<file path="src/rtl/rv_pkg.sv">
// Shared definitions for the RV core hazard logic: forward-select codes,
// hazard-controller state encoding, register-read bit positions and the
// qualified rd-match helper.
package rv_pkg;

  localparam logic [1:0] FWD_REG = 2'b00;
  localparam logic [1:0] FWD_MEM = 2'b01;
  localparam logic [1:0] FWD_WB  = 2'b10;

  localparam int unsigned RR_RS1 = 0;
  localparam int unsigned RR_RS2 = 1;

  typedef enum logic [1:0] {
    HZ_RUN     = 2'd0,
    HZ_LDSTALL = 2'd1,
    HZ_MWAIT   = 2'd2
  } hz_state_t;

  // x0 is never a real producer, so a match needs a live writer and rd != 0
  function automatic logic rd_hit(input logic [4:0] rs, input logic [4:0] rd,
                                  input logic we);
    return we && (rd != 5'd0) && (rs == rd);
  endfunction

endpackage

</file>
<file path="src/rtl/rv_fwd_sel.sv">
// EX operand forward select: MEM result wins over WB result, else regfile.
module rv_fwd_sel
  import rv_pkg::*;
(
  input  logic [4:0] rs,
  input  logic [4:0] mem_rd,
  input  logic       mem_reg_write,
  input  logic [4:0] wb_rd,
  input  logic       wb_reg_write,
  output logic [1:0] sel
);

  // priority rd match, youngest producer first
  always_comb begin
    sel = FWD_REG;
    if (rd_hit(rs, mem_rd, mem_reg_write)) begin
      sel = FWD_MEM;
    end else if (rd_hit(rs, wb_rd, wb_reg_write)) begin
      sel = FWD_WB;
    end
  end

endmodule

</file>
<file path="src/rtl/rv_hazard_unit.sv">
// Pipeline hazard controller for the 5-stage RV core: stall/flush strobes,
// EX forward selects and a saturating stall-cycle counter.
// RV_HAZARD_FWD_EN: when defined, operands are forwarded and only load-use
// stalls; when undefined, any used ID source matching an EX/MEM writer stalls.
module rv_hazard_unit
  import rv_pkg::*;
#(
  parameter int unsigned LU_BUBBLES = 1,
  parameter int unsigned CNT_W      = 32
) (
  input  logic             clk,
  input  logic             rst,
  input  logic [4:0]       id_rs1_i,
  input  logic [4:0]       id_rs2_i,
  input  logic [1:0]       id_reg_read_i,
  input  logic [4:0]       ex_rs1_i,
  input  logic [4:0]       ex_rs2_i,
  input  logic [4:0]       ex_rd_i,
  input  logic             ex_reg_write_i,
  input  logic             ex_mem_read_i,
  input  logic             ex_branch_taken_i,
  input  logic [4:0]       mem_rd_i,
  input  logic             mem_reg_write_i,
  input  logic             mem_req_i,
  input  logic             mem_ready_i,
  input  logic [4:0]       wb_rd_i,
  input  logic             wb_reg_write_i,
  output logic             stall_if_o,
  output logic             stall_id_o,
  output logic             stall_ex_o,
  output logic             stall_mem_o,
  output logic             flush_id_o,
  output logic             flush_ex_o,
  output logic [1:0]       fwd_a_o,
  output logic [1:0]       fwd_b_o,
  output logic [CNT_W-1:0] stall_cnt_o
);

  localparam logic [1:0] LU_LOAD = 2'(LU_BUBBLES - 1);

  hz_state_t  state, state_nx;
  hz_state_t  saved, saved_nx;
  hz_state_t  cur;
  logic [1:0] bub_cnt, bub_nx;
  logic       rs1_used, rs2_used;
  logic       hazard, lds_go, freeze;
  logic [1:0] fwd_a, fwd_b;

  assign rs1_used = id_reg_read_i[RR_RS1];
  assign rs2_used = id_reg_read_i[RR_RS2];

`ifdef RV_HAZARD_FWD_EN
  rv_fwd_sel u_fwd_a (
    .rs            (ex_rs1_i),
    .mem_rd        (mem_rd_i),
    .mem_reg_write (mem_reg_write_i),
    .wb_rd         (wb_rd_i),
    .wb_reg_write  (wb_reg_write_i),
    .sel           (fwd_a)
  );

  rv_fwd_sel u_fwd_b (
    .rs            (ex_rs2_i),
    .mem_rd        (mem_rd_i),
    .mem_reg_write (mem_reg_write_i),
    .wb_rd         (wb_rd_i),
    .wb_reg_write  (wb_reg_write_i),
    .sel           (fwd_b)
  );

  assign hazard = ex_mem_read_i &
                  ((rs1_used & rd_hit(id_rs1_i, ex_rd_i, ex_reg_write_i)) |
                   (rs2_used & rd_hit(id_rs2_i, ex_rd_i, ex_reg_write_i)));
  assign lds_go = (LU_LOAD != 2'd0);
`else
  logic unused_fwd;

  assign fwd_a  = FWD_REG;
  assign fwd_b  = FWD_REG;
  // write-first regfile: a WB producer never needs a stall
  assign hazard = (rs1_used & (rd_hit(id_rs1_i, ex_rd_i, ex_reg_write_i) |
                               rd_hit(id_rs1_i, mem_rd_i, mem_reg_write_i))) |
                  (rs2_used & (rd_hit(id_rs2_i, ex_rd_i, ex_reg_write_i) |
                               rd_hit(id_rs2_i, mem_rd_i, mem_reg_write_i)));
  assign lds_go = 1'b0;
  assign unused_fwd = ^{ex_rs1_i, ex_rs2_i, wb_rd_i, wb_reg_write_i, ex_mem_read_i};
`endif

  // strobes and next state; priority memory wait > load-use > branch
  always_comb begin
    stall_if_o  = 1'b0;
    stall_id_o  = 1'b0;
    stall_ex_o  = 1'b0;
    stall_mem_o = 1'b0;
    flush_id_o  = 1'b0;
    flush_ex_o  = 1'b0;
    state_nx    = state;
    saved_nx    = saved;
    bub_nx      = bub_cnt;
    freeze      = (state == HZ_MWAIT) ? ~mem_ready_i : (mem_req_i & ~mem_ready_i);
    // the release cycle of a memory wait acts as the saved state, so an owed
    // bubble or a pending load-use under the frozen EX is not skipped
    cur         = (state == HZ_MWAIT) ? saved : state;

    if (freeze) begin
      stall_if_o  = 1'b1;
      stall_id_o  = 1'b1;
      stall_ex_o  = 1'b1;
      stall_mem_o = 1'b1;
      state_nx    = HZ_MWAIT;
      saved_nx    = cur;
    end else if (cur == HZ_LDSTALL) begin
      stall_if_o = 1'b1;
      stall_id_o = 1'b1;
      flush_ex_o = 1'b1;
      bub_nx     = (bub_cnt == 2'd0) ? 2'd0 : bub_cnt - 2'd1;
      state_nx   = (bub_cnt <= 2'd1) ? HZ_RUN : HZ_LDSTALL;
    end else if (hazard) begin
      stall_if_o = 1'b1;
      stall_id_o = 1'b1;
      flush_ex_o = 1'b1;
      bub_nx     = LU_LOAD;
      state_nx   = lds_go ? HZ_LDSTALL : HZ_RUN;
    end else begin
      state_nx = HZ_RUN;
      if (ex_branch_taken_i) begin
        flush_id_o = 1'b1;
        flush_ex_o = 1'b1;
      end
    end

    fwd_a_o = fwd_a;
    fwd_b_o = fwd_b;

    if (rst) begin
      stall_if_o  = 1'b0;
      stall_id_o  = 1'b0;
      stall_ex_o  = 1'b0;
      stall_mem_o = 1'b0;
      flush_id_o  = 1'b0;
      flush_ex_o  = 1'b0;
      fwd_a_o     = FWD_REG;
      fwd_b_o     = FWD_REG;
    end
  end

  // controller state, bubble count and saturating stall counter
  always_ff @(posedge clk or posedge rst) begin
    if (rst) begin
      state       <= HZ_RUN;
      saved       <= HZ_RUN;
      bub_cnt     <= '0;
      stall_cnt_o <= '0;
    end else begin
      state   <= state_nx;
      saved   <= saved_nx;
      bub_cnt <= bub_nx;
      if (stall_if_o && !(&stall_cnt_o)) begin
        stall_cnt_o <= stall_cnt_o + CNT_W'(1);
      end
    end
  end

endmodule

</file>
<file path="config.mk">
export PLATFORM = sky130hd
export DESIGN_NAME = rv_hazard_unit
export DESIGN_NICKNAME = d
export VERILOG_FILES = /design/src/rtl/rv_pkg.sv /design/src/rtl/rv_fwd_sel.sv /design/src/rtl/rv_hazard_unit.sv
export SDC_FILE = /design/constraint.sdc
export NUM_CORES = 1
export LEC_CHECK = 0
export ABC_AREA = 1
export CORE_MARGIN = 2
export CORE_UTILIZATION = 40
export DETAILED_ROUTE_END_ITERATION = 6
export DONT_BUFFER_PORTS = 1
export PLACE_DENSITY = 0.54
export RECOVER_POWER = 50
export SLEW_MARGIN = 40
export SYNTH_ARGS = -nofsm -noshare
export SYNTH_HDL_FRONTEND = slang
export SYNTH_HIERARCHICAL = 1
export SYNTH_SLANG_ARGS = --single-unit
</file>
<file path="constraint.sdc">
create_clock -name clk -period 8.04 [get_ports clk]
set_clock_uncertainty 0.15 [all_clocks]
set_input_delay 0.804 -clock clk [delete_from_list [all_inputs] [get_ports clk]]
set_output_delay 0.804 -clock clk [all_outputs]
set_load 0.005 [all_outputs]
</file>
# Yosys cells after proc, flatten, opt, wreduce, memory -nomap -nowiden
# Index checks and enable logic that the tools add are counted.
# Widths: inputs -> output; s select.
dict set report totals {
  register_bits 38
  in_bits 46
  output_inout_bits 42
  wordCells 58
}
dict set report classes {
  addsub 2
  n_lt_le_gt_ge 1
  n_eq_ne 6
  n_mux 23
  n_bitwise 8
  reduce_logical 14
}
# cell count
set ops {}
lappend ops {{$add 32x1->32 const B} 1}
lappend ops {{$reduce_and 32->1} 1}
lappend ops {{$eq 5x5->1} 4}
lappend ops {{$mux 1} 18}
lappend ops {{$mux 2} 5}
lappend ops {{$reduce_bool 5->1} 2}
lappend ops {{$logic_and 1x1->1} 7}
lappend ops {{$and 1x1->1} 3}
lappend ops {{$or 1x1->1} 3}
lappend ops {{$eq 2x1->1 const B} 1}
lappend ops {{$eq 2x2->1 const B} 1}
lappend ops {{$le 2x1->1 const B} 1}
lappend ops {{$logic_not 2->1} 1}
lappend ops {{$not 1->1} 2}
lappend ops {{$reduce_and 2->1} 1}
lappend ops {{$reduce_bool 2->1} 1}
lappend ops {{$sub 2x1->2 const B} 1}
lappend ops {{$logic_not 1->1} 1}

# Logic depth before layout (Yosys ltp)
dict set report depth {
  ltp_word 11
  ltp_mapped 14
  depth_no_buf 12
}

# Least setup slack after synthesis
# OpenSTA, ideal clock, no wires.
dict set report synth_path {
  kind {input-to-output}
  startpoint {input port rst}
  endpoint {output port stall_if_o}
  arrival_ps 2788
  t_required_ps 7086
  setup_slack_ps 4298
  path_stages 6
  n_path_buf 3
  cell_sequence {inv_1 -> buf_2 -> clkbuf_1 -> nand2_1 -> inv_1 -> buf_4}
}
dict set report synth_between {
  elab_chain_cells 1
}
# item line_no
set synth_rtl {}
lappend synth_rtl {{start: declaration} rv_hazard_unit.sv:12} ;# input logic rst,
lappend synth_rtl {{$mux 1} n/a}
lappend synth_rtl {{end: declaration} rv_hazard_unit.sv:28} ;# output logic stall_if_o,
# Every way passes these cells.

# Worst setup path after layout
dict set report layout_path {
  startpoint {input port rst}
  endpoint {register stall_cnt_o[9]}
}
dict set report layout_between {
  elab_chain_cells 2
}
# item line_no
set layout_rtl {}
lappend layout_rtl {{$mux 1} rv_hazard_unit.sv:135} ;# if (rst) begin
lappend layout_rtl {{$logic_and 1x1->1} rv_hazard_unit.sv:158} ;# if (stall_if_o && !(&stall_cnt_o)) begin
lappend layout_rtl {{end signal: assignment} rv_hazard_unit.sv:159} ;# stall_cnt_o <= stall_cnt_o + CNT_W'(1);
lappend layout_rtl {{end: declaration} rv_hazard_unit.sv:36} ;# output logic [CNT_W-1:0] stall_cnt_o
# Every way passes these cells.
# A chain may end at the register's enable or synchronous reset.

==> metrics.csv <==
stage;metric;value;unit
status;status;finished with violations;
status;violated checks;max-capacitance violations, max-slew violations;
sta;period utilization;49.2;%
logic_synthesis;Most used DFF post-synth;dfrtp_1;
cts;clk sink count;38;
worst_setup_path;CP Class;in2reg;
sta;TNS Setup;0;ps
sta;Max-Slew Margin vs Limit;-32.4;%
routing;Routed WL per cell;13.1;µm
logic_synthesis;Synth top area share;32.2;%
logic_synthesis;commonest cells in the netlist;nand2_1, inv_1, nor2_1;
power_and_ir_drop;total power;0.455;mW
logic_synthesis;Warnings, synthesis;6;
floorplanning;Die Wd;90.0;µm
logic_synthesis;Post-synth ARST share;100;%
sta;Fin. Hold Viols;0;
logic_synthesis;Synth cell types;31;
sta;Least-Margin Pin Slew;1990;ps
power_and_ir_drop;internal power;0.322;mW
sta;Period minus WS final;3950;ps
worst_setup_path;CP peak stage delay;1500;ps
placement;Port Buffers;0;
logic_synthesis;Seq cells post-synth;38;
cts;clock buffer count from CTS;5;
logic_synthesis;dominant cell type by area after synthesis;dfrtp_1;
sta;RSZ-0062 raised after global routing;false;
power_and_ir_drop;combinational power share;14.0;%
worst_setup_path;largest fanout on the critical path;44;
cells_and_area;diode count;0;
sta;Slew Viols, Final;88;
run;max-cap violations;2;
worst_setup_path;Critical-path top delay cell;clkbuf_1;
cts;Root Driver;clkbuf_8;
logic_synthesis;top cells by area, synth;dfrtp_1, nand2_1, nand4_1, inv_1, nor2_1;
power_and_ir_drop;sw power;0.133;mW
cts;hold_buf cts;0;
hold_path;min-delay src;saved[0];
cts;CTS tree;yes;
routing;antenna viol nets, final;0;
routing;# DRC;0;
hold_path;hold depth;2;
worst_setup_path;reg2reg path depth;9;
cts;CTS max path bufs;2;
power_and_ir_drop;Max IR drop VDD;0.0000532;V
worst_setup_path;cell mode on critical path;nand2_1;
cells_and_area;Area growth syn-to-layout;4.19;%
sta;maximum clock frequency;253;MHz
floorplanning;Initial Util;41.0;%
logic_synthesis;cells after synthesis;426;
worst_setup_path;Startpoint Class;input port;
logic_synthesis;most common cell in the netlist;nand2_1;
floorplanning;Core ar.;0.00721;mm²
routing;DR vias;2550;
grt;global-route wire length before repair;12.1;mm
floorplanning;Top-Level Pins;88;
worst_setup_path;worst r2r src;state[0];
routing;DRT Wirelength;6.80;mm
cts;H-tree Lvls;2;
logic_synthesis;sequential-to-total area share from yosys stat;32.2;%
logic_synthesis;EDFF count, synth;0;
grt;initial antenna violation count;0;
worst_setup_path;Critical Path Sink Type;flop;
hold_path;Worst Hold End;saved[0];
grt;GRT Util Overall;17.8;%
cts;PostCTS Resize Cnt;0;
worst_setup_path;reg2reg setup slack;5740;ps
placement;hpwl dp;5.02;mm
placement;RePlAce Congestion;0.822;
hold_path;worst hold path type;reg2reg;
floorplanning;Site Rows;31;
routing;Vias/cell;4.91;
routing;drt initial violations;155;
cells_and_area;post-layout util;42.7;%
floorplanning;die height;90.0;µm
grt;vias in the first global route;2564;
power_and_ir_drop;Clock Power Share;36.6;%
floorplanning;DIE AREA;0.00810;mm²
cts;post-CTS setup buffer count;0;
cts;clock-pin slew on the worst setup and hold paths;80;ps
power_and_ir_drop;pwr/cell area;148;mW/mm²
grt;largest net degree at the start of global routing;48;
logic_synthesis;synthesized area;0.00296;mm²
sta;endpoints failing setup;0;
worst_setup_path;Worst Path Required;8070;ps
routing;drt first pass iters;4;
cells_and_area;share of cells above drive strength 1;9.05;%
power_and_ir_drop;Flop pwr share;49.4;%
power_and_ir_drop;leak pwr;1.49;nW
worst_setup_path;data arrival time of the critical path;3980;ps
power_and_ir_drop;switching fraction of total power;29.3;%
cells_and_area;# nets final;466;
logic_synthesis;post-synthesis area per instance;6.94;µm²
cts;Clock Latency Late Sink;290;ps
grt;total gr overflow;0;
worst_setup_path;R2R Path End;stall_cnt_o[9];
worst_setup_path;crit path cell chain;clkinvlp_2 -> clkbuf_1 -> nand3_4 -> nand2_1 -> nand2_1;
## power groups by stage
stage               clock, mW  combinational [mW]  sequential, mW
floorplan                   0              0.0609           0.224
global placement            0              0.0637           0.229
detailed placement          0              0.0649           0.229
CTS                     0.174              0.0651           0.225
global route            0.181              0.0756           0.227
finish                  0.167              0.0637           0.225
## cell usage in the layout, fill, tap and decap left out, types with 4 or more instances in the layout
master,count
clkbuf_8,5
conb_1,4
dfrtp_1,38
inv_1,46
inv_2,7
nand2_1,128
nand2_2,4
nand3_1,31
nand4_1,40
nor2_1,42
nor2_2,4
nor3_1,6
o21ai_0,4
xnor2_1,16
xor2_1,17
## kinds of logic after synthesis
kind of cell | count (synthesis) | synth area share [%]
and+or+nand+nor | 271 | 44.4
AOI/OAI and AO/OA | 8 | 1.44
DFF | 38 | 32.2
buffers and inverters | 74 | 11.6
other | 1 | 0.127
xor gates and xnor gates | 33 | 9.78
adders and majority gates | 1 | 0.423
## stage by stage
step | hold slack (ps) | std cells | setup WS (ps) | area (µm²)
floorplan | 298 | 429 | 4300 | 2970
global placement | 319 | 511 | 5040 | 2970
detailed placement | 329 | 511 | 5030 | 2970
CTS | 350 | 519 | 5030 | 3080
global route | 361 | 519 | 3470 | 3080
finish | 341 | 519 | 4090 | 3080
## flip-flops by register name, indices dropped and copies added (netlist names)
name	count
state	2
stall_cnt_o	32
saved	2
bub_cnt	2
## worst max-delay path, delay by kind of cell
kind          cells  cell delay [ps]
buf+inv           2             2420
simple gates      3              740
## routing by layer
metal / part of all wire [%] / up-vias / routed length (µm) / track usage, %
li1: - / 1334 / - / -
met1: 50 / 1161 / 3380 / 24.3
met2: 45 / 51 / 3040 / 28.5
met3: 4.7 / 4 / 320 / 4.19
met4: 0.81 / 0 / 55 / 4.62
met5: 0 / - / 0 / 0
## layout make-up
class,count,area [µm²]
fill,791,4130
multi-input combinational,317,1670
sequential,38,951
clock buffer,5,68.8
clock inverter,3,45.0
inverter,55,208
timing repair buffer,2,11.3
tap,99,124
## worst max-delay path by stage
stage	start	to	slack (ps)	cells past startpoint
after global placement	ex_rd_i[1]	stall_if_o	5040	10
after floorplan	rst	stall_if_o	4300	6
after CTS	id_rs1_i[0]	stall_if_o	5030	10
after global routing	rst	stall_cnt_o[30]	3470	5
after detailed placement	id_rs1_i[0]	stall_if_o	5030	10
final	rst	stall_cnt_o[9]	4090	5
Power figures use the tool's default switching activity.
